===== src/rtl/time_keeper.sv =====
// time_keeper: BCD HH:MM:SS time-of-day counter with hour/minute setting.
// Consumes 1 Hz / 5 Hz tick levels and two debounced buttons, all in the
// clk_in domain, and drives BCD digits plus blink/colon controls for the
// display mux. Optional build macro FORMAT_12H_EN switches hours_bcd to a
// 12-hour presentation and adds a pm output; time is always kept as 24h.
//
// state    | meaning
// ---------+--------------------------------------------------------
// ST_RUN   | clock runs on 1 Hz edges, btn_inc ignored
// ST_SET_H | seconds frozen, btn_inc (and auto-repeat) bumps hours
// ST_SET_M | seconds frozen, btn_inc (and auto-repeat) bumps minutes
// ST_BAD   | unreachable encoding, recovers to ST_RUN next cycle

module time_keeper #(
    parameter logic [7:0]  INIT_HOURS   = 8'h00,
    parameter logic [7:0]  INIT_MINUTES = 8'h00,
    parameter int unsigned REPEAT_DELAY = 3
) (
    input  logic       clk_in,
    input  logic       reset,
    input  logic       tick_1hz,
    input  logic       tick_5hz,
    input  logic       btn_mode,
    input  logic       btn_inc,
    output logic [7:0] hours_bcd,
    output logic [7:0] minutes_bcd,
    output logic [7:0] seconds_bcd,
    output logic       blank_hours,
    output logic       blank_minutes,
    output logic       colon,
    output logic [1:0] set_state
`ifdef FORMAT_12H_EN
    ,
    output logic       pm
`endif
);

    typedef enum logic [1:0] {
        ST_RUN   = 2'd0,
        ST_SET_H = 2'd1,
        ST_SET_M = 2'd2,
        ST_BAD   = 2'd3
    } state_t;

    localparam logic [2:0] REP_DLY = 3'(REPEAT_DELAY);

    state_t     state_q, state_d;
    logic [7:0] hours_q, hours_d;
    logic [7:0] minutes_q, minutes_d;
    logic [7:0] seconds_q, seconds_d;
    logic [2:0] rep_q, rep_d;
    logic       tick_1hz_q, tick_5hz_q, btn_mode_q, btn_inc_q;
    logic       blank_hours_q, blank_minutes_q, colon_q;

    logic       t1_edge, t5_edge, mode_edge, inc_edge;
    logic       rep_fire, inc_pulse;

    // BCD increment of a two-digit field, wrapping to 00 after 'top'.
    function automatic logic [7:0] bcd_inc(input logic [7:0] v, input logic [7:0] top);
        if (v == top)
            return 8'h00;
        else if (v[3:0] == 4'd9)
            return {v[7:4] + 4'd1, 4'd0};
        else
            return {v[7:4], v[3:0] + 4'd1};
    endfunction

    assign t1_edge   = tick_1hz & ~tick_1hz_q;
    assign t5_edge   = tick_5hz & ~tick_5hz_q;
    assign mode_edge = btn_mode & ~btn_mode_q;
    assign inc_edge  = btn_inc  & ~btn_inc_q;

    // Delayed copies of the inputs used for rising-edge detection.
    always_ff @(posedge clk_in) begin
        if (reset) begin
            tick_1hz_q <= 1'b0;
            tick_5hz_q <= 1'b0;
            btn_mode_q <= 1'b0;
            btn_inc_q  <= 1'b0;
        end else begin
            tick_1hz_q <= tick_1hz;
            tick_5hz_q <= tick_5hz;
            btn_mode_q <= btn_mode;
            btn_inc_q  <= btn_inc;
        end
    end

    // Auto-repeat: count 5 Hz edges while btn_inc is held; fire once the hold
    // delay has been reached. A fresh press restarts the hold, mode edge wins.
    always_comb begin
        rep_d    = rep_q;
        rep_fire = 1'b0;
        if (mode_edge || inc_edge || !btn_inc) begin
            rep_d = 3'd0;
        end else if (t5_edge) begin
            rep_fire = (rep_q >= REP_DLY);
            if (rep_q != 3'd7)
                rep_d = rep_q + 3'd1;
        end
    end

    // A press and a repeat in the same cycle still count as one step.
    assign inc_pulse = (inc_edge | rep_fire) & ~mode_edge;

    // Next-state and time-field update.
    always_comb begin
        state_d   = state_q;
        hours_d   = hours_q;
        minutes_d = minutes_q;
        seconds_d = seconds_q;
        case (state_q)
            ST_RUN: begin
                if (t1_edge) begin
                    seconds_d = bcd_inc(seconds_q, 8'h59);
                    if (seconds_q == 8'h59) begin
                        minutes_d = bcd_inc(minutes_q, 8'h59);
                        if (minutes_q == 8'h59)
                            hours_d = bcd_inc(hours_q, 8'h23);
                    end
                end
                if (mode_edge)
                    state_d = ST_SET_H;
            end
            ST_SET_H: begin
                if (mode_edge)
                    state_d = ST_SET_M;
                else if (inc_pulse)
                    hours_d = bcd_inc(hours_q, 8'h23);
            end
            ST_SET_M: begin
                if (mode_edge) begin
                    state_d   = ST_RUN;
                    seconds_d = 8'h00;
                end else if (inc_pulse) begin
                    minutes_d = bcd_inc(minutes_q, 8'h59);
                end
            end
            ST_BAD: begin
                state_d = ST_RUN;
            end
        endcase
    end

    // State, time and repeat-counter registers.
    always_ff @(posedge clk_in) begin
        if (reset) begin
            state_q   <= ST_RUN;
            hours_q   <= INIT_HOURS;
            minutes_q <= INIT_MINUTES;
            seconds_q <= 8'h00;
            rep_q     <= 3'd0;
        end else begin
            state_q   <= state_d;
            hours_q   <= hours_d;
            minutes_q <= minutes_d;
            seconds_q <= seconds_d;
            rep_q     <= rep_d;
        end
    end

    // Registered blink and colon controls, following the current state.
    always_ff @(posedge clk_in) begin
        if (reset) begin
            blank_hours_q   <= 1'b0;
            blank_minutes_q <= 1'b0;
            colon_q         <= 1'b0;
        end else begin
            blank_hours_q   <= (state_q == ST_SET_H) & tick_5hz;
            blank_minutes_q <= (state_q == ST_SET_M) & tick_5hz;
            colon_q         <= ((state_q == ST_SET_H) || (state_q == ST_SET_M)) ? 1'b1 : tick_1hz;
        end
    end

    assign minutes_bcd   = minutes_q;
    assign seconds_bcd   = seconds_q;
    assign blank_hours   = blank_hours_q;
    assign blank_minutes = blank_minutes_q;
    assign colon         = colon_q;
    assign set_state     = state_q;

`ifdef FORMAT_12H_EN
    // 24h BCD hours to 12h presentation: 00 shows as 12, 13..23 as 01..11.
    function automatic logic [7:0] to_12h(input logic [7:0] h24);
        case (h24)
            8'h00:   return 8'h12;
            8'h13:   return 8'h01;
            8'h14:   return 8'h02;
            8'h15:   return 8'h03;
            8'h16:   return 8'h04;
            8'h17:   return 8'h05;
            8'h18:   return 8'h06;
            8'h19:   return 8'h07;
            8'h20:   return 8'h08;
            8'h21:   return 8'h09;
            8'h22:   return 8'h10;
            8'h23:   return 8'h11;
            default: return h24;
        endcase
    endfunction

    assign hours_bcd = to_12h(hours_q);
    assign pm        = (hours_q >= 8'h12);
`else
    assign hours_bcd = hours_q;
`endif

endmodule


===== config.mk =====
export PLATFORM = sky130hd
export DESIGN_NAME = time_keeper
export DESIGN_NICKNAME = d
export VERILOG_FILES = /design/src/rtl/time_keeper.sv
export SDC_FILE = /design/constraint.sdc
export NUM_CORES = 1
export LEC_CHECK = 0
export CAP_MARGIN = 20
export CELL_PAD_IN_SITES_DETAIL_PLACEMENT = 2
export CELL_PAD_IN_SITES_GLOBAL_PLACEMENT = 2
export CORE_MARGIN = 3
export CORE_UTILIZATION = 34
export CTS_CLUSTER_SIZE = 40
export DETAILED_ROUTE_END_ITERATION = 10
export PLACE_DENSITY_LB_ADDON = 0.1
export SLEW_MARGIN = 15
export SYNTH_ARGS = -nofsm -noshare
export SYNTH_HDL_FRONTEND = slang
export SYNTH_SLANG_ARGS = --single-unit

===== constraint.sdc =====
create_clock -name clk_in -period 5.6 [get_ports clk_in]
set_input_delay 1.12 -clock clk_in [delete_from_list [all_inputs] [get_ports clk_in]]
set_output_delay 1.12 -clock clk_in [all_outputs]
set_load 0.02 [all_outputs]

Word level (Yosys, flattened, before mapping)
Cells that the tools add are included.
{ "word_totals": {"out_inout_bits": 29, "register_bits": 36, "elab_cells": 96} }
{ "op_classes": {"bitwise_logic": 13, "n_reduce_logical": 14, "n_eq_ne": 21, "add_sub_neg": 7, "muxes": 27, "magnitude_cmp": 1} }
{ "ops": {"columns": ["cell", "count"], "rows": [
  ["$mux 8", 17],
  ["$pmux 8 s2", 3],
  ["$add 4x1->4 const B", 6],
  ["$ne 2x2->1 const B", 10],
  ["$eq 8x7->1 const B", 2],
  ["$eq 4x4->1 const B", 3],
  ["$eq 8x6->1 const B", 1],
  ["$pmux 2 s4", 1],
  ["$and 1x1->1", 7],
  ["$mux 2", 3],
  ["$ne 3x3->1 const B", 2],
  ["$reduce_and 3->1", 2],
  ["$reduce_and 6->1", 1],
  ["$not 1->1", 5],
  ["$reduce_and 5->1", 1],
  ["$eq 2x2->1 const B", 2],
  ["$reduce_and 4->1", 1],
  ["$reduce_bool 2->1", 2],
  ["$add 3x1->3 const B", 1],
  ["$ge 3x2->1 const B", 1],
  ["$logic_or 1x1->1", 3],
  ["$mux 1", 3],
  ["$eq 2x1->1 const B", 1],
  ["$logic_not 2->1", 1],
  ["other kinds (4)", 4]
]} }

Depth between registers and ports, before layout
Gate-level depths: netlist of run 1.
{ "depth": {"ltp_word": 10, "ltp_mapped": 8} }

Worst setup path after synthesis of run 1
Ideal clock, no wire load.
{ "synth_path": {"path_kind": "input-to-reg", "from": "in btn_mode", "to": "reg hours_q[7], in the netlist hours_bcd[7]", "arrival_time_ps": 2481, "stages": 5, "setup_ps": 122, "setup_slack_ps": 2997, "t_required_ps": 5478, "path_cell_list": "nor2b_1 -> a211oi_1 -> a21boi_0 -> or3_4 -> a311o_1"} }
{ "synth_via": {"elab_chain_cells": 8, "elab_cells_between_ends": 10} }
{ "synth_rtl": {"columns": ["item", "line_no", "source"], "rows": [
  ["start: declaration", "23", "input logic btn_mode,"],
  ["$and 1x1->1 *", "70", "assign mode_edge = btn_mode & ~btn_mode_q;"],
  ["$logic_or 1x1->1 (2 in a row)", "93", "if (mode_edge || inc_edge || !btn_inc) begin"],
  ["$mux 1", "93", null],
  ["$or 1x1->1", "103", "assign inc_pulse = (inc_edge | rep_fire) & ~mode_edge;"],
  ["$and 1x1->1", "103", null],
  ["$ne 2x2->1 (no source line)", null, null],
  ["$reduce_and 6->1 (no source line) *", null, null],
  ["end signal: assignment", "154", "hours_q <= hours_d;"],
  ["end: declaration", "48", "logic [7:0] hours_q, hours_d;"]
]} }
Mark *: on every way between the ends. The rest lies on a longest branch, timed or not.
A chain may end at the register's enable or synchronous reset.

Final worst setup path of run 1
{ "layout_path": {"from": "in btn_mode", "to": "reg hours_q[5], in the netlist hours_bcd[5]"} }
Same word-level chain as after synthesis.

==> results.ini, run 1 <==
[clock_network]
hold_buffers = 0
cts.sinks = 36
cts_resized = 0
cts_root_buf = clkbuf_8
clockBufferDepth = 2
h-tree-depth = 2
cts_tree = yes
insertion_delay_ns = 0.28
clk_pin_slew_ns = 0.07
cts_buffers = 5
postCtsSetupRepairBufs = 0

[grt]
grt_max_degree = 29
grt_overflow = 0
gr-usage-all-layers_pct = 18.48
first_global_vias = 1970
antenna_found_initial = 0
grt_pass1_wl_um = 9666

[floorplanning]
core_um2 = 5540
chipWidth_um = 82.09
die_y_um = 82.09
initial_core_util_pct = 35.52
ios = 35
rows = 27
die_area_um2 = 6738

[routing]
drt_iter0_markers = 50
drc_errors = 0
ant_nets = 0
dr.pass1.iters = 4
vias = 1841
wl_um = 5695
wl_per_cell_um = 17.10
viasPerCell = 5.529

[yosys]
syn_nets = 247
async_flop_share_pct = 0
post_synth.cell_area_avg_um2 = 8.747
synth_edf_count = 0
syn_inst = 225
yosys_warnings = 0
synth_flop_cell = dfxtp_1
syn_area_um2 = 1968
synth-seq-cells = 36
ys_types = 47
yosysSeqAreaShare_pct = 36.62

[finish]
fin_cells = 333
seq_area_um2 = 720.7
n_antenna_cell = 0
nNetsFinal = 282
fin_util_pct = 44.51
multi_input_area_um2 = 1157
fillers = 625
drive_gt1_share_pct = 7.280
syn2layout_area_growth_pct = 25.30

[sta]
fin_crit_sh_pct = 55.40
worst_pin_slew_ns = 0.8272
tns_ns = 0
grt_setup_unrepaired = false
finalHoldViolCount = 0
period_needed_ns = 3.102
setup_viol_count_final = 0
max_freq_mhz = 322.3
relSlewSlack_pct = 44.36
fin_worst_skew_ns = 0.006670
drv_slew = 0

[setup_path]
rrSetupSlack_ns = 3.14
crit_slowest_cell = a21boi_0
reg2reg_depth = 7
cp.required_ns = 5.78
regToRegEndpoint = hours_bcd[5]
critPathKind = input port to flop
endpoint_kind = flop
crit_chain = clkdlybuf4s50_1 > nor2b_1 > a211oi_1 > a21boi_0 > or3_4 > mux2_2
crit_arrival_ns = 3.28
max_stage_delay_ns = 0.68
r2r-start = rep_q[0]
startpoint_type = input port
path_max_fanout = 7

[worst_hold_path]
hold_path.startpoint = rep_q[1]
holdPathEnd = rep_q[1]
hold_class = flop to flop
hold_depth = 2

[placed_design]
port_buffers = 34
post-dp-hpwl_um = 4165
routabilityCongestion = 0.7206
dp.cells = 325

[run]
cap_violations = 0

[power]
powerDensity_nw_per_um2 = 228.4
p_leak_nw = 0.9304
peakVddDrop_mv = 0.09872

[outcome]
outcome = finished, final reports clean

layer usage:
metal	GRT usage (%)	share of wire, %
met2	32.47	50
met4	4.153	0.83
met1	23.38	47
met5	0	0
met3	3.289	2.0
worst max path at each step:
stage,start,end,slack (ns),depth (start not counted)
6_report,btn_mode,hours_bcd[5],2.50,6
5_1_grt,btn_mode,hours_bcd[5],2.29,6
4_1_cts,btn_mode,hours_bcd[5],2.51,6
3_5_place_dp,btn_mode,hours_bcd[5],2.22,6
3_3_place_gp,btn_mode,hours_bcd[5],2.27,6
2_1_floorplan,btn_mode,hours_bcd[7],3.00,5
registers in the layout, summed over array words and instances (netlist names):
signal and cells:
blank_hours 1, blank_minutes 1, btn_inc_q 1, btn_mode_q 1, colon 1, hours_bcd 8
minutes_bcd 8, rep_q 3, seconds_bcd 8, set_state 2, tick_1hz_q 1, tick_5hz_q 1
critical path, delay by kind of cell:
kind	cells	cell delay [ns]
simple gates	2	0.55
compound gates	2	0.79
buf+inv	1	0.49
mux	1	0.32
cell families (layout without fill, tap and decap cells):
kind of cell / count (synthesis) / in the layout / share of synthesized area (%)
XOR/XNOR: 4 / 4 / 1.780
flip-flops: 36 / 36 / 36.62
AO/OA/AOI/OAI: 54 / 54 / 18.75
buffers and inverters: 23 / 59 / 4.577
AND/OR/NAND/NOR: 88 / 88 / 25.81
multiplexers: 4 / 4 / 2.288
adder cells (fa/ha/maj): 16 / 16 / 10.17
cell type report:
type	instances	share of cell area, %
clock buffers	8	3.653
repair buffers	35	14.10
well taps	72	3.653
inverters	16	2.435
multi-input cells	166	46.93
flip-flops and latches	36	29.22
cell usage after synthesis, types with 2 or more instances:
master,instances,share of area (%)
or3_1,4,1.3
nor3b_1,2,0.76
dfxtp_1,36,37
nand2b_1,3,0.95
o311ai_0,4,1.8
nor3_1,5,1.3
a21oi_1,14,3.6
nand4_1,4,1.3
a311o_1,2,1.0
nor2b_1,8,2.5
inv_1,16,3.1
buf_2,3,0.76
xor2_1,3,1.3
nand4b_1,3,1.3
o21ai_0,15,3.8
a211oi_1,3,1.1
nand3_1,9,2.3
a211o_1,2,0.89
and3_1,5,1.6
and2_1,2,0.64
mux2_2,4,2.3
or3_4,2,1.1
clkbuf_1,3,0.57
or4_1,3,1.1
o41ai_1,4,1.8
nor2_1,19,3.6
ha_1,16,10
nand3b_1,2,0.76
nand2_1,11,2.1
report_power, final:
part           switching [mW]  internal, mW  leakage, nW  total [mW]
sequential            0.00890         0.265        0.292       0.274
combinational          0.0609        0.0360        0.592      0.0968
clock                  0.0923         0.100       0.0455       0.193
total                   0.162         0.401        0.930       0.563
metrics by stage:
| stage | hold slack (ns) | area, um^2 | total power, mW | worst slack, ns |
|---|---|---|---|---|
| final | 0.5159 | 2466 | 0.5632 | 2.498 |
| after floorplan | 0.4703 | 1968 | 0.3373 | 2.997 |
| after global placement | 0.4944 | 2376 | 0.3720 | 2.266 |
| after detailed placement | 0.5096 | 2376 | 0.3755 | 2.218 |
| after CTS | 0.5220 | 2466 | 0.5734 | 2.510 |
| after global routing | 0.5503 | 2466 | 0.5968 | 2.290 |
placed cells by master, fill, tap and decap left out, types with 5 or more instances in the layout:
cell type / count
a21oi_1: 14
nand2_1: 11
nor2b_1: 8
o21ai_0: 15
clkdlybuf4s50_1: 34
nor2_1: 19
ha_1: 16
inv_1: 16
dfxtp_1: 36
nand3_1: 9
nor3_1: 5
and3_1: 5
clkbuf_8: 6
Power figures use the tool's default switching activity.
==> run 2: changes to the inputs <==
- CORE_UTILIZATION: 34 -> 28
- clock period: 5.6 -> 2.8 ns (I/O delays scaled with it)
==> run 2 against run 1 <==
Net effect: setup slack worse by 2.1 ns; count of clock-buffer cells in the layout is 3 lower; first-iteration DRC count is 58% lower; power is 100% higher; flip-flop and latch count stayed put; non-clock buffer count is 5 higher; final cell count is 7.8% higher; hold slack worse by 0.0030 ns; critical path depth is 1 higher; clock power is 100% higher; highest routed layer unchanged.
==> results.ini, run 2 (same netlist as run 1, synthesis figures left out) <==
[finish]
final_cell_mix = 36 x dfxtp_1, 34 x clkdlybuf4s50_1, 19 x nor2_1
fin_cells = 359  ; +7.8%
syn2layout_area_growth_pct = 28.42
drive_gt1_share_pct = 9.774  ; +2.5 points
n_antenna_cell = 0  ; unchanged
fillers = 743  ; +19%
final_common_cell = dfxtp_1
nNetsFinal = 287  ; +1.8%

[clock_network]
cts.sinks = 36  ; unchanged
insertion_delay_ns = 0.30  ; +0.02 ns
cts_buffers = 5  ; unchanged
h-tree-depth = 2  ; unchanged
hold_buffers = 0  ; unchanged
clk_pin_slew_ns = 0.08  ; about the same
postCtsSetupRepairBufs = 0  ; unchanged
cts_resized = 0  ; unchanged
cts_tree = yes
cts_root_buf = clkbuf_8
clockBufferDepth = 2  ; unchanged

[sta]
grt_setup_unrepaired = false
relSlewSlack_pct = 54.62  ; +10 points
finalHoldViolCount = 0  ; unchanged
period_needed_ns = 2.365
fin_crit_sh_pct = 84.45
tns_ns = 0  ; unchanged
setup_viol_count_final = 0  ; unchanged
worst_pin_slew_ns = 0.6807  ; -0.1465 ns
fin_worst_skew_ns = 0.007911  ; +0.001241 ns
max_freq_mhz = 422.9
drv_slew = 0  ; unchanged

[routing]
wl_per_cell_um = 15.80  ; -7.6%
drt_iter0_markers = 21  ; -58%
drc_errors = 0  ; unchanged
viasPerCell = 5.039  ; -8.9%
vias = 1809  ; -1.7%
wl_um = 5672  ; -0.40%
dr.pass1.iters = 3  ; -1
ant_nets = 0  ; unchanged

[setup_path]
critPathKind = input port to flop
startpoint_type = input port
endpoint_kind = flop
cp.required_ns = 2.98  ; -2.80 ns
path_max_fanout = 7  ; unchanged
crit_arrival_ns = 2.55  ; -0.73 ns

[power]
p_leak_nw = 0.9567  ; +2.8%
peakVddDrop_mv = 0.2472  ; +150%
powerDensity_nw_per_um2 = 448.4  ; +96%
power_mw = 1.133  ; +100%

[run]
cap_violations = 0  ; unchanged

[floorplanning]
initial_core_util_pct = 29.97  ; -5.6 points
chipWidth_um = 89.84  ; +9.4%
rows = 29  ; +7.4%
die_area_um2 = 8071  ; +20%
die_y_um = 89.84  ; +9.4%
ios = 35  ; unchanged
core_um2 = 6568  ; +19%

[grt]
grt_overflow = 0  ; unchanged
grt_pass1_wl_um = 10010  ; +3.6%
gr-usage-all-layers_pct = 14.89  ; -3.6 points
grt_max_degree = 28  ; -3.4%
first_global_vias = 2007  ; +1.9%
antenna_found_initial = 0  ; unchanged

[placed_design]
post-dp-hpwl_um = 4237  ; +1.7%
dp.cells = 351  ; +8.0%
port_buffers = 34  ; unchanged
routabilityCongestion = 0.7539  ; +4.6%

[worst_hold_path]
hold_class = flop to flop

[outcome]
outcome = finished, final reports clean

run 2: cell count changes in the layout (fill, tap and decap cells not counted), sizes merged:
cell and delta:
clkinv +3, clkbuf -3, buf +5
run 2: critical path: stages:
cell and delay, ns:
clkdlybuf4s50_1 0.44, nor2b_1 0.19, a211oi_1 0.27, a21boi_0 0.16, buf_4 0.18, or3_4 0.38, a311o_1 0.35
run 2: layer usage:
layer  global-route usage (%)  share of wire [%]
met5                        0                  0
met3                    2.755                1.9
met2                    24.87                 47
met4                    3.831               0.69
met1                    19.79                 51
run 2: layout make-up:
cell class / count / area [um^2] / area share [%]
Multi-Input combinational cell: 166 / 1157 / 45.79
Sequential cell: 36 / 720.7 / 28.51
Timing Repair Buffer: 40 / 385.4 / 15.25
Tap cell: 93 / 116.4 / 4.604
Clock buffer: 5 / 68.82 / 2.723
Inverter: 16 / 60.06 / 2.376
Clock inverter: 3 / 18.77 / 0.7426
run 2: report_power, final:
group          total [mW]  internal [mW]  switching [mW]  leakage [nW]
combinational       0.197         0.0775           0.119         0.616
clock               0.390          0.174           0.216        0.0479
sequential          0.547          0.529          0.0178         0.292
run 2: path summary, 6_finish.rpt:
check	start	end	slack, ns	depth (start not counted)
max	btn_mode	hours_bcd[7]	0.44	7
min reg2reg	seconds_bcd[1]	seconds_bcd[1]	0.51	2
max reg2reg	set_state[0]	seconds_bcd[6]	0.47	7
min	seconds_bcd[1]	seconds_bcd[1]	0.51	2
run 2: metrics by stage:
step / setup slack (ns) / hold slack, ns / area, um^2 / util, %
finish: 0.4353 / 0.5130 / 2527 / 38.48
global route: 0.1068 / 0.5405 / 2527 / 38.48
CTS: 0.4233 / 0.5186 / 2527 / 38.48
detailed placement: 0.1357 / 0.5068 / 2440 / 37.15
global placement: 0.1498 / 0.5025 / 2440 / 37.15
floorplan: 0.6303 / 0.4703 / 1968 / -
